File: config.mk
export PLATFORM = sky130hd
export DESIGN_NAME = bsk_srv_bdc_tx
export DESIGN_NICKNAME = d
export VERILOG_FILES = /design/src/rtl/bsk_srv_bdc_tx.sv
export SDC_FILE = /design/constraint.sdc
export NUM_CORES = 1
export LEC_CHECK = 0
export CAP_MARGIN = 15
export CORE_ASPECT_RATIO = 0.9
export CORE_MARGIN = 4
export CORE_UTILIZATION = 38
export CTS_CLUSTER_SIZE = 40
export DETAILED_ROUTE_END_ITERATION = 16
export PLACE_DENSITY = 0.83
export SYNTH_ARGS = -nofsm -noshare
export SYNTH_HDL_FRONTEND = slang
export SYNTH_SLANG_ARGS = --single-unit
File: constraint.sdc
create_clock -name clk -period 3.8 [get_ports clk]
set_input_delay 0.38 -clock clk [delete_from_list [all_inputs] [get_ports clk]]
set_output_delay 0.38 -clock clk [all_outputs]
set_load 0.05 [all_outputs]
File: src/rtl/bsk_srv_bdc_tx.sv
// ---------------------------------------------------------------------------
// bsk_srv_bdc_tx
//
// Bootstrapping-key server broadcast transmitter. On start, one batch of
// UNIT_NB units is pushed from a source stream onto a shared broadcast bus.
// A unit moves only in cycles where this server owns the broadcast slot.
// Whenever no unit is being sent, the bus is driven to all-zeros, so several
// servers with disjoint slots can be OR-merged downstream.
//
// Parameters
//   SRV_ID   server index (identification only)
//   OP_W     coefficient width
//   UNIT_NB  units per batch (1 .. 2**BSK_UNIT_W)
//
// Ports
//   clk, s_rst            clock, synchronous active-high reset
//   start                 request one batch (accepted only when idle)
//   start_br_loop         br_loop tag latched at start
//   start_group           group tag latched at start
//   busy                  batch in progress (registered)
//   done                  one-cycle completion pulse (registered)
//   slot_en               broadcast slot granted this cycle
//   src_data/vld/rdy      source stream of unit coefficients
//   bsk_srv_bdc_*         broadcast bus (coefficients, avail, unit, tags),
//                         registered, zero when nothing is sent
// ---------------------------------------------------------------------------
package bsk_ntw_common_param_pkg;
    parameter int BSK_DIST_COEF_NB = 4;
    parameter int BSK_UNIT_W       = 3;
    parameter int BSK_GROUP_W      = 2;
endpackage

package param_tfhe_pkg;
    parameter int LWE_K_W = 10;
endpackage

module bsk_srv_bdc_tx
    import bsk_ntw_common_param_pkg::*;
    import param_tfhe_pkg::*;
#(
    parameter int SRV_ID  = 0,
    parameter int OP_W    = 32,
    parameter int UNIT_NB = 8
) (
    input  logic                             clk,
    input  logic                             s_rst,
    input  logic                             start,
    input  logic [LWE_K_W-1:0]               start_br_loop,
    input  logic [BSK_GROUP_W-1:0]           start_group,
    output logic                             busy,
    output logic                             done,
    input  logic                             slot_en,
    input  logic [BSK_DIST_COEF_NB*OP_W-1:0] src_data,
    input  logic                             src_vld,
    output logic                             src_rdy,
    output logic [BSK_DIST_COEF_NB*OP_W-1:0] bsk_srv_bdc_bsk,
    output logic [BSK_DIST_COEF_NB-1:0]      bsk_srv_bdc_avail,
    output logic [BSK_UNIT_W-1:0]            bsk_srv_bdc_unit,
    output logic [BSK_GROUP_W-1:0]           bsk_srv_bdc_group,
    output logic [LWE_K_W-1:0]               bsk_srv_bdc_br_loop
);

    if (UNIT_NB < 1 || UNIT_NB > 2**BSK_UNIT_W || SRV_ID < 0) begin : g_param_chk
        $error("bsk_srv_bdc_tx: illegal UNIT_NB or SRV_ID");
    end

    localparam logic [BSK_UNIT_W-1:0] LAST_UNIT = BSK_UNIT_W'(UNIT_NB - 1);

    typedef enum logic [1:0] {
        ST_IDLE,
        ST_SEND,
        ST_DONE
    } state_t;

    state_t                             r_state;
    state_t                             w_state_nxt;
    logic [BSK_UNIT_W-1:0]              r_unit_cnt;
    logic [LWE_K_W-1:0]                 r_br_loop;
    logic [BSK_GROUP_W-1:0]             r_group;
    logic                               r_busy;
    logic                               r_done;

    logic [BSK_DIST_COEF_NB*OP_W-1:0]   r_bsk_p1;
    logic [BSK_DIST_COEF_NB-1:0]        r_avail_p1;
    logic [BSK_UNIT_W-1:0]              r_unit_p1;
    logic [BSK_GROUP_W-1:0]             r_group_p1;
    logic [LWE_K_W-1:0]                 r_br_loop_p1;

    logic                               w_src_rdy;
    logic                               w_xfer;
    logic                               w_last;

    // Ready is also masked by reset so nothing can be consumed while the
    // block is being cleared.
    assign w_src_rdy = (r_state == ST_SEND) & slot_en & ~s_rst;
    assign w_xfer    = src_vld & w_src_rdy;
    assign w_last    = (r_unit_cnt == LAST_UNIT);

    always_comb begin
        w_state_nxt = r_state;
        case (r_state)
            ST_IDLE: if (start) w_state_nxt = ST_SEND;
            ST_SEND: if (w_xfer && w_last) w_state_nxt = ST_DONE;
            ST_DONE: w_state_nxt = ST_IDLE;
            default: w_state_nxt = ST_IDLE;
        endcase
    end

    // busy/done are derived from the next state so they line up with the
    // state they describe while still being plain flops.
    always_ff @(posedge clk) begin
        if (s_rst) begin
            r_state    <= ST_IDLE;
            r_busy     <= 1'b0;
            r_done     <= 1'b0;
            r_unit_cnt <= '0;
            r_br_loop  <= '0;
            r_group    <= '0;
        end else begin
            r_state <= w_state_nxt;
            r_busy  <= (w_state_nxt != ST_IDLE);
            r_done  <= (w_state_nxt == ST_DONE);
            if (r_state == ST_IDLE && start) begin
                r_unit_cnt <= '0;
                r_br_loop  <= start_br_loop;
                r_group    <= start_group;
            end else if (w_xfer && !w_last) begin
                r_unit_cnt <= r_unit_cnt + 1'b1;
            end
        end
    end

    // ---- stage p1: broadcast bus register ----
    // Zero in every cycle without a transfer so the downstream OR merge of
    // several servers never sees stale data.
    always_ff @(posedge clk) begin
        if (s_rst || !w_xfer) begin
            r_bsk_p1     <= '0;
            r_avail_p1   <= '0;
            r_unit_p1    <= '0;
            r_group_p1   <= '0;
            r_br_loop_p1 <= '0;
        end else begin
            r_bsk_p1     <= src_data;
            r_avail_p1   <= '1;
            r_unit_p1    <= r_unit_cnt;
            r_group_p1   <= r_group;
            r_br_loop_p1 <= r_br_loop;
        end
    end

    assign src_rdy             = w_src_rdy;
    assign busy                = r_busy;
    assign done                = r_done;
    assign bsk_srv_bdc_bsk     = r_bsk_p1;
    assign bsk_srv_bdc_avail   = r_avail_p1;
    assign bsk_srv_bdc_unit    = r_unit_p1;
    assign bsk_srv_bdc_group   = r_group_p1;
    assign bsk_srv_bdc_br_loop = r_br_loop_p1;

endmodule

==> results.sh, run 1 <==
export IMPL_gp_congestion=0.7915
export IMPL_io_buffers=294
export IMPL_drt_total_wl_mm=14.24
export IMPL_synth_fa_ha_area_share_pct=0.5287
export IMPL_die_h_um=113.9
export IMPL_synthMuxAreaShare_pct=0.6873
export IMPL_synthXorXnorAreaFrac_pct=0
export IMPL_synth_edf_count=0
export IMPL_hold_path_class="reg2reg"
export IMPL_io_pins=295
export IMPL_async_flop_share_pct=0
export IMPL_cp_required_ns=3.42
export IMPL_netlist_instances=399
export IMPL_synth_cell_types=21
export IMPL_end_kind="primary output"
export IMPL_synthTopCellsByArea="dfxtp_1, and3_1, buf_6"
export IMPL_crit_fanout=63
export IMPL_drtAntennaViolNets=0
export IMPL_cts_resized_gates=0
export IMPL_grt_max_degree=148
export IMPL_syn_area_um2=4733
export IMPL_synth_seq_cells=163
export IMPL_layout_min_cycle_time_ns=2.350
export IMPL_grt_pass1_vias=3982
export IMPL_final_setup_viol_count=0
export IMPL_htree_levels=4
export IMPL_synth_nets=546
export IMPL_dpl_worst_slack_ns=1.240
export IMPL_start_util_pct=39.04
export IMPL_grt_overflow=0
export IMPL_final_setup_tns_ns=0
export IMPL_die_area_um2=14310
export IMPL_relSlewSlack_pct=29.25
export IMPL_tightest_slew_ns=1.061
export IMPL_synth_area_per_cell_um2=11.86
export IMPL_post_cts_buffers=0
export IMPL_cts_sinks=163
export IMPL_num_rows=38
export IMPL_post_drt_wl_per_cell_um=16.83
export IMPL_synth_top_family_by_area="simple AND/OR/NAND/NOR gates"
export IMPL_drv_slew=0
export IMPL_nNetsFinal=823
export IMPL_synth_compound_area_share_pct=1.269
export IMPL_total_power_mw=3.699
export IMPL_route_detailed_drc=0
export IMPL_p_per_area_nw_per_um2=450.9
export IMPL_synth_most_common_cell="dfxtp_1"
export IMPL_leakagePower_nw=3.676
export IMPL_ys_warn_count=0
export IMPL_synth_commonest_cells="dfxtp_1, and3_1, nand2_1, clkbuf_1, a21oi_1"
export IMPL_status="finished, final reports clean"
export IMPL_cap_violations=0
export IMPL_finClkSkew_ns=0.005610
export IMPL_drive_gt1_share_pct=4.956
export IMPL_start_kind="primary input"
export IMPL_yosysSeqAreaShare_pct=68.94
export IMPL_antenna_found_initial=0
export IMPL_fin_ws_ns=1.450
export IMPL_routed_via_count=3884
export IMPL_grt_pass1_wl_mm=21.42
export IMPL_via_per_inst=4.591
export IMPL_grtUsageTotal_pct=19.41
export IMPL_core_um2=12120
export IMPL_path_clk_slew_ns=0.06
export IMPL_antennaDiodeCount=0
export IMPL_yosys_area_share_simple_pct=23.02
export IMPL_area_growth_pct=73.30
export IMPL_firstDrtPassIters=6
export IMPL_cp_arrival_ns=1.97
export IMPL_cts_buffer_depth=2
export IMPL_hold_viol=0
export IMPL_max_freq_ghz=0.4255
export IMPL_synth_top_cell_area_share_pct=68.94
export IMPL_ys_flop_type="dfxtp_1"
export IMPL_hpwl_mm=10.33
export IMPL_fin_crit_sh_pct=61.85
export IMPL_cts_tree="done"
export IMPL_root_buffer="clkbuf_16"
export IMPL_vdd_ir_drop_max_uv=346.6
export IMPL_yosys_area_top_type="dfxtp_1"
export IMPL_crit_type="in2out"
export IMPL_rsz0062_at_grt="no"
export IMPL_drt_iter0_markers=220
export IMPL_die_x_um=125.6
export IMPL_clkLatencyLatePin_ns=0.41
export IMPL_holdBufCountCts=0
export IMPL_numCtsBuffers=17
## sequential cells by signal (all words and copies together), names as in the netlist
signal               cells
bsk_srv_bdc_bsk        128
bsk_srv_bdc_br_loop     10
bsk_srv_bdc_group        2
r_group                  2
r_br_loop               10
r_unit_cnt               3
done                     1
r_state                  2
busy                     1
bsk_srv_bdc_unit         3
bsk_srv_bdc_avail        1
## layer usage
layer	GRT usage, %	vias to the layer above	share of wire (%)
li1	-	1897	-
met1	20.51	1801	37
met2	35.21	166	53
met3	7.069	20	8.0
met4	7.803	0	1.7
met5	0	-	0
## final timing paths
| kind | start | endpoint | slack, ns | cells past startpoint |
|---|---|---|---|---|
| max reg2reg | r_state[1] | r_state[0] | 1.85 | 4 |
| min reg2reg | r_br_loop[6] | r_br_loop[6] | 0.45 | 2 |
| max | s_rst | src_rdy | 1.45 | 4 |
| min | r_br_loop[6] | r_br_loop[6] | 0.45 | 2 |
## cells in the final DEF, fill, tap and decap left out, drive strengths merged
cell           count
clkinvlp           1
clkdlybuf4s50    292
clkbuf            24
nor2b              1
ha                 2
and4bb             1
and2               1
nand3b             2
nor3b              3
nor2               1
or3b               1
mux2i              1
nor3               1
bufinv             2
clkinv             2
a21oi             12
dfxtp            163
nand2             24
and3             145
buf                5
mux2               2
## per-stage QoR
step / hold slack, ns / util, % / instance area, um^2 / cells
global placement: 0.4402 / 63.04 / 7644 / 817
CTS: 0.4556 / 67.66 / 8203 / 846
global route: 0.4736 / 67.66 / 8203 / 846
detailed placement: 0.4477 / 63.04 / 7644 / 817
finish: 0.4505 / 67.66 / 8203 / 846
floorplan: 0.4281 / - / 4733 / 399
## worst max-delay path, cell delays in order
cell             delay, ns
clkdlybuf4s50_1       0.39
buf_4                 0.19
and4bb_4              0.74
buf_12                0.22
## cells by family after synthesis
logic type,after synthesis
DFF,163
adders and majority gates,2
muxes,3
and+or+nand+nor,180
buffers and inverters,39
AOI/OAI and AO/OA,12
## cell type report
type / count / area (um^2)
Tap cell: 160 / 200.2
Clock buffer: 24 / 481.7
Multi-Input combinational cell: 197 / 1207
Clock inverter: 5 / 77.57
Fill cell: 862 / 3921
Timing Repair Buffer: 297 / 2973
Sequential cell: 163 / 3263
## report_power, final
part           total, mW  internal, mW  switching (mW)
logic              0.329         0.180           0.149
clock network       1.62          1.01           0.616
registers           1.75          1.74          0.0100
total               3.70          2.92           0.774
Power figures use the tool's default switching activity.
==> run 2, diff against run 1 <==
--- a/config.mk
+++ b/config.mk
@@ -8,10 +8,10 @@
 export CAP_MARGIN = 15
 export CORE_ASPECT_RATIO = 0.9
 export CORE_MARGIN = 4
-export CORE_UTILIZATION = 38
+export CORE_UTILIZATION = 36
 export CTS_CLUSTER_SIZE = 40
 export DETAILED_ROUTE_END_ITERATION = 16
-export PLACE_DENSITY = 0.83
+export PLACE_DENSITY = 0.79
 export SYNTH_ARGS = -nofsm -noshare
 export SYNTH_HDL_FRONTEND = slang
 export SYNTH_SLANG_ARGS = --single-unit
==> constraint.sdc (replaced) <==
create_clock -name clk -period 2.25 [get_ports clk]
set_input_delay 0.225 -clock clk [delete_from_list [all_inputs] [get_ports clk]]
set_output_delay 0.225 -clock clk [all_outputs]
set_load 0.05 [all_outputs]
==> results.sh, run 2 (same netlist as run 1, synthesis figures left out) <==
export IMPL_wl_met3_mm=1.243
export IMPL_post_drt_wl_per_cell_um=16.07
export IMPL_cts_resized_gates=0
export IMPL_die_x_um=128.9
export IMPL_start_kind="register"
export IMPL_nNetsFinal=826
export IMPL_grt_overflow=0
export IMPL_grt_pass1_vias=3758
export IMPL_numCtsBuffers=17
export IMPL_antennaDiodeCount=0
export IMPL_crit_type="reg2out"
export IMPL_grt_pass1_wl_mm=19.75
export IMPL_dp_cells=824
export IMPL_grtUsageTotal_pct=17.04
export IMPL_largest_register_ffs=128
export IMPL_final_setup_viol_count=0
export IMPL_seq_power_share_pct=46.9
export IMPL_path_clk_slew_ns=0.06
export IMPL_seqCellArea_um2=3263
export IMPL_hold_viol=0
export IMPL_tightest_slew_ns=0.5480
export IMPL_cp_common_cell="buf_12"
export IMPL_route_detailed_drc=0
export IMPL_crit_chain="and4bb_4 > buf_12 > buf_12"
export IMPL_multi_input_area_um2=1207
export IMPL_die_area_um2=15050
export IMPL_start_util_pct=37.02
export IMPL_finClkSkew_ns=0.007367
export IMPL_crit_fanout=77
export IMPL_critPathMaxStageDelay_ns=0.40
export IMPL_die_h_um=116.8
export IMPL_p_per_area_nw_per_um2=758.6
export IMPL_hpwl_mm=10.26
export IMPL_fillers=975
export IMPL_routed_via_count=3869
export IMPL_hold_slack_ns=0.2831
export IMPL_cts_tree="done"
export IMPL_firstDrtPassIters=4
export IMPL_crit_path_start="r_state[1]"
export IMPL_wl_met1_mm=5.169
export IMPL_hp_start="src_vld"
export IMPL_layout_min_cycle_time_ns=1.842
export IMPL_hold_path_class="in2reg"
export IMPL_area_growth_pct=75.23
export IMPL_num_rows=39
export IMPL_max_freq_ghz=0.5428
export IMPL_layout_commonest_cell="clkdlybuf4s50_1"
export IMPL_critPathSlowestCell="and4bb_4"
export IMPL_drive_gt1_share_pct=6.069
export IMPL_vdd_ir_drop_max_uv=519.7
export IMPL_antenna_found_initial=0
export IMPL_grt_max_degree=85
export IMPL_drt_total_wl_mm=13.76
export IMPL_fin_util_pct=64.88
export IMPL_cp_arrival_ns=1.62
export IMPL_highest_layer="met4"
export IMPL_power_frac_clock_pct=44.1
export IMPL_final_setup_tns_ns=0
export IMPL_final_cells=856
export IMPL_root_buffer="clkbuf_16"
export IMPL_clkLatencyLatePin_ns=0.41
export IMPL_p_sw_mw=1.343
export IMPL_end_kind="primary output"
export IMPL_cts_sinks=163
export IMPL_holdBufCountCts=0
export IMPL_cp_required_ns=2.03
export IMPL_via_per_inst=4.520
export IMPL_cts_buffer_depth=2
export IMPL_wl_met2_mm=7.118
export IMPL_placed_area_um2=7709
export IMPL_postLayoutCellArea_um2=8294
export IMPL_p_comb_share_pct=9.0
export IMPL_gp_congestion=0.7585
export IMPL_core_um2=12780
export IMPL_post_cts_buffers=0
export IMPL_drv_slew=0
export IMPL_p_sw_share_pct=21.34
export IMPL_cap_violations=0
export IMPL_relSlewSlack_pct=63.35
export IMPL_internal_power_mw=4.949
export IMPL_drtAntennaViolNets=0
export IMPL_io_buffers=294
export IMPL_crit_reg2reg_launch="r_unit_cnt[0]"
export IMPL_fin_crit_sh_pct=81.88
export IMPL_io_pins=295
export IMPL_leakagePower_nw=3.719
export IMPL_htree_levels=4
export IMPL_drt_iter0_markers=193
export IMPL_status="finished, final reports clean"
export IMPL_rsz0062_at_grt="no"
export IMPL_final_cell_mix="clkdlybuf4s50_1, dfxtp_1, and3_1"
run 2: changes by cell type in the layout (fill, tap and decap cells not counted):
cell / delta
bufinv_16: -1
buf_12: +3
clkinv_2: +1
inv_6: +1
clkinv_4: +1
clkbuf_1: -2
clkbuf_8: +3
run 2: worst paths after layout:
kind | cells past startpoint | slack, ns | to
setup / recovery | 3 | 0.41 | src_rdy
hold / removal | 2 | 0.28 | bsk_srv_bdc_bsk[124]
setup reg to reg | 4 | 0.79 | r_unit_cnt[2]
hold reg to reg | 2 | 0.46 | r_br_loop[8]
run 2: cell type report:
type                       instances  area share [%]
multi-input combinational        197           14.56
tap                              164           2.474
timing repair buffer             300           36.57
sequential                       163           39.34
clock inverter                     7          0.8448
clock buffer                      25           6.215
run 2: per-layer routing:
metal	up-vias	track usage, %
met5	-	0
met4	0	6.438
met3	17	7.078
met2	170	30.28
met1	1773	18.16
li1	1909	-
run 2: power by group through the flow:
stage / clock (mW) / combinational [mW] / sequential (mW)
after floorplan: 0 / 0.117 / 3.13
after global placement: 0 / 0.555 / 3.01
after detailed placement: 0 / 0.565 / 3.01
after CTS: 2.85 / 0.568 / 2.95
after global routing: 2.96 / 0.597 / 2.95
final: 2.78 / 0.564 / 2.95
run 2: critical path: cells and delay by family (launching register included):
family        cells  cell delay [ns]
buf+inv           2             0.44
simple gates      1             0.40
flops             1             0.34
run 2: metrics by stage:
step	power, mW	worst slack (ns)
5_1_grt	6.510	0.3371
6_report	6.292	0.4076
3_5_place_dp	3.579	0.5543
2_1_floorplan	3.246	0.9080
4_1_cts	6.367	0.3922
3_3_place_gp	3.568	0.5696
==> RTL change: new RTL, config.mk and constraints of run 1 <==
The package constant `LWE_K_W` goes from 10 to 20.
--- a/src/rtl/bsk_srv_bdc_tx.sv
+++ b/src/rtl/bsk_srv_bdc_tx.sv
@@ -32,5 +32,5 @@
 
 package param_tfhe_pkg;
-    parameter int LWE_K_W = 10;
+    parameter int LWE_K_W = 20;
 endpackage
 
Ports: changed (resized bsk_srv_bdc_br_loop and start_br_loop); port bits go from 295 to 315. No check against the original RTL was run, so the function may have changed too.
==> RTL change against run 1 <==
- first-iteration DRC count grew 4.1%
- wire length grew 15%
- total power grew 9.9%
- design area grew 10%
- combinational power grew 9.7%
- sequential cell count grew 20
- fmax shrank 7.3%
- setup slack lost 0.18 ns
- synthesized area grew 12%
- register-to-register slack gained 0.06 ns
- highest routed layer unchanged
==> RTL change: results (changes against run 1) <==
** Logic synthesis
- After synthesis, the cell types taking the most area are dfxtp_1, and3_1, nand2_1.
- The post-synthesis xor/xnor area fraction came to 0 (unchanged).
- The multiplexer share of the synthesized area is 0.00615 (-0.000725).
- The post-synthesis share of cell area spent on full adders, half adders and majority gates was 0.00473 (-0.000558).
- Async set or reset register ratio after synthesis :: 0 (unchanged)
- Seq/Total Area, Yosys :: 0.692 (+0.00296)
- Synthesis warning total :: 0 (unchanged)
- Mean area per synthesized cell :: 11.4 sq um (-4.1%)
- Synth unique cells :: 22 (+4.8%)
- Fraction of the mapped netlist area in compound gates :: 0.0208 (+0.00812)
- In the synthesized netlist, the cells that appear most often are dfxtp_1, and3_1, nand2_1.
- The net count after synthesis is 622 (+14%).

** Global routing
- Largest net degree at the start of global routing :: 158 (+6.8%)
- All-layer global routing usage :: 0.198 (+0.00390)
- The number of antenna violations at the first check in global routing is 0 (unchanged).
- The first-pass GRT wire length is 24200 um (+13%).

** Hold path
- The tightest min-delay check is of the reg -> reg type.

** Detailed routing
- Total via count in the routed design :: 4322 (+11%)
- Total length of routed wires :: 16400 um (+15%)
- The number of optimization iterations in the first detailed-route pass is 4 (-2).
- Routed length per placed instance :: 17.5 um (+4.0%)
- The DRC violation total after the first TritonRoute iteration is 229 (+4.1%).

** Placement
- Worst setup timing slack at the placement stage :: 1.24 ns (-0.00262 ns)
- The number of port buffers was 314 (+6.8%).
- The global placer's final weighted congestion is 0.787 (-0.59%).
- The instance count after placement with tap cells included is 905 (+11%).
- Dpl hpwl :: 12000 um (+16%)

** STA
- Max Clock Skew :: 0.00674 ns (+0.00113 ns)
- Normalized max-slew margin :: 0.454 (+0.162)

** Layout
- Fillers :: 999 (+16%)
- Share of post-route cells with drive strength above 1 :: 0.0508 (+0.00128)
- The final-stage net count was 914 (+11%).
- The flip-flop count of the largest register, all copies and words added was 128 (unchanged).

** Critical path
- The delay contributed by the slowest stage of the critical path came to 0.89 ns (+0.15 ns).
- The largest fanout on the critical path was 80 (+27%).

** Clock tree
- Clk buf depth :: 2 (unchanged)
- CTS resizes :: 0 (unchanged)
- Clock tree root driver cell :: clkbuf_16
- Number of CTS-inserted buffers :: 17 (unchanged)

** Outcome
- The run finished with clean final reports.

** Pwr
- The worst ir drop on vdd came to 0.000329 V (-5.2%).
- The static power due to leakage came to 4.04 nW (+9.9%).
==> RTL change: cell types whose count changed after synthesis, sizes merged <==
cell,delta
a21oi,+10
and3,+10
buf,-7
clkbuf,+13
dfxtp,+20
nand2,+20
==> RTL change: logic make-up after synthesis <==
kind of cell / after synthesis
and+or+nand+nor: 210
DFF: 183
buffers and inverters: 45
AOI/OAI and AO/OA: 22
muxes: 3
adders and majority gates: 2
==> RTL change: cell type report <==
class,instances,area share
Multi-Input combinational cell,237,0.154
Timing Repair Buffer,318,0.354
Sequential cell,183,0.404
Tap cell,168,0.0232
Clock inverter,9,0.0141
Clock buffer,20,0.0504
==> RTL change: metrics by stage <==
stage / area (sq um) / util / hold slack, ns
2_1_floorplan: 5290 / - / 0.428
3_3_place_gp: 8450 / 0.626 / 0.438
3_5_place_dp: 8450 / 0.626 / 0.444
4_1_cts: 9040 / 0.669 / 0.453
5_1_grt: 9060 / 0.670 / 0.478
6_report: 9060 / 0.670 / 0.453
==> RTL change: critical path: cells and delay by family <==
| family | cells | cell delay (ns) |
|---|---|---|
| and+or+nand+nor | 1 | 0.89 |
| buffers and inverters | 3 | 0.85 |
==> RTL change: power breakdown <==
group	switching [mW]	internal, mW
sequential	0.0130	1.95
clock	0.681	1.06
combinational	0.164	0.198
total	0.858	3.21
==> RTL change: final timing paths <==
check	from	end	slack [ns]	depth (start not counted)
setup / recovery	s_rst	src_rdy	1.27	4
hold / removal	r_group[0]	r_group[0]	0.45	2
setup reg to reg	r_state[1]	bsk_srv_bdc_bsk[30]	1.91	3
hold reg to reg	r_group[0]	r_group[0]	0.45	2
==> RTL change: metal layers <==
layer | global-route usage | up-vias | wire, um
li1 | - | 2144 | -
met1 | 0.216 | 1976 | 6290
met2 | 0.354 | 178 | 8650
met3 | 0.0675 | 24 | 1030
met4 | 0.0799 | 0 | 401
met5 | 0 | - | 0
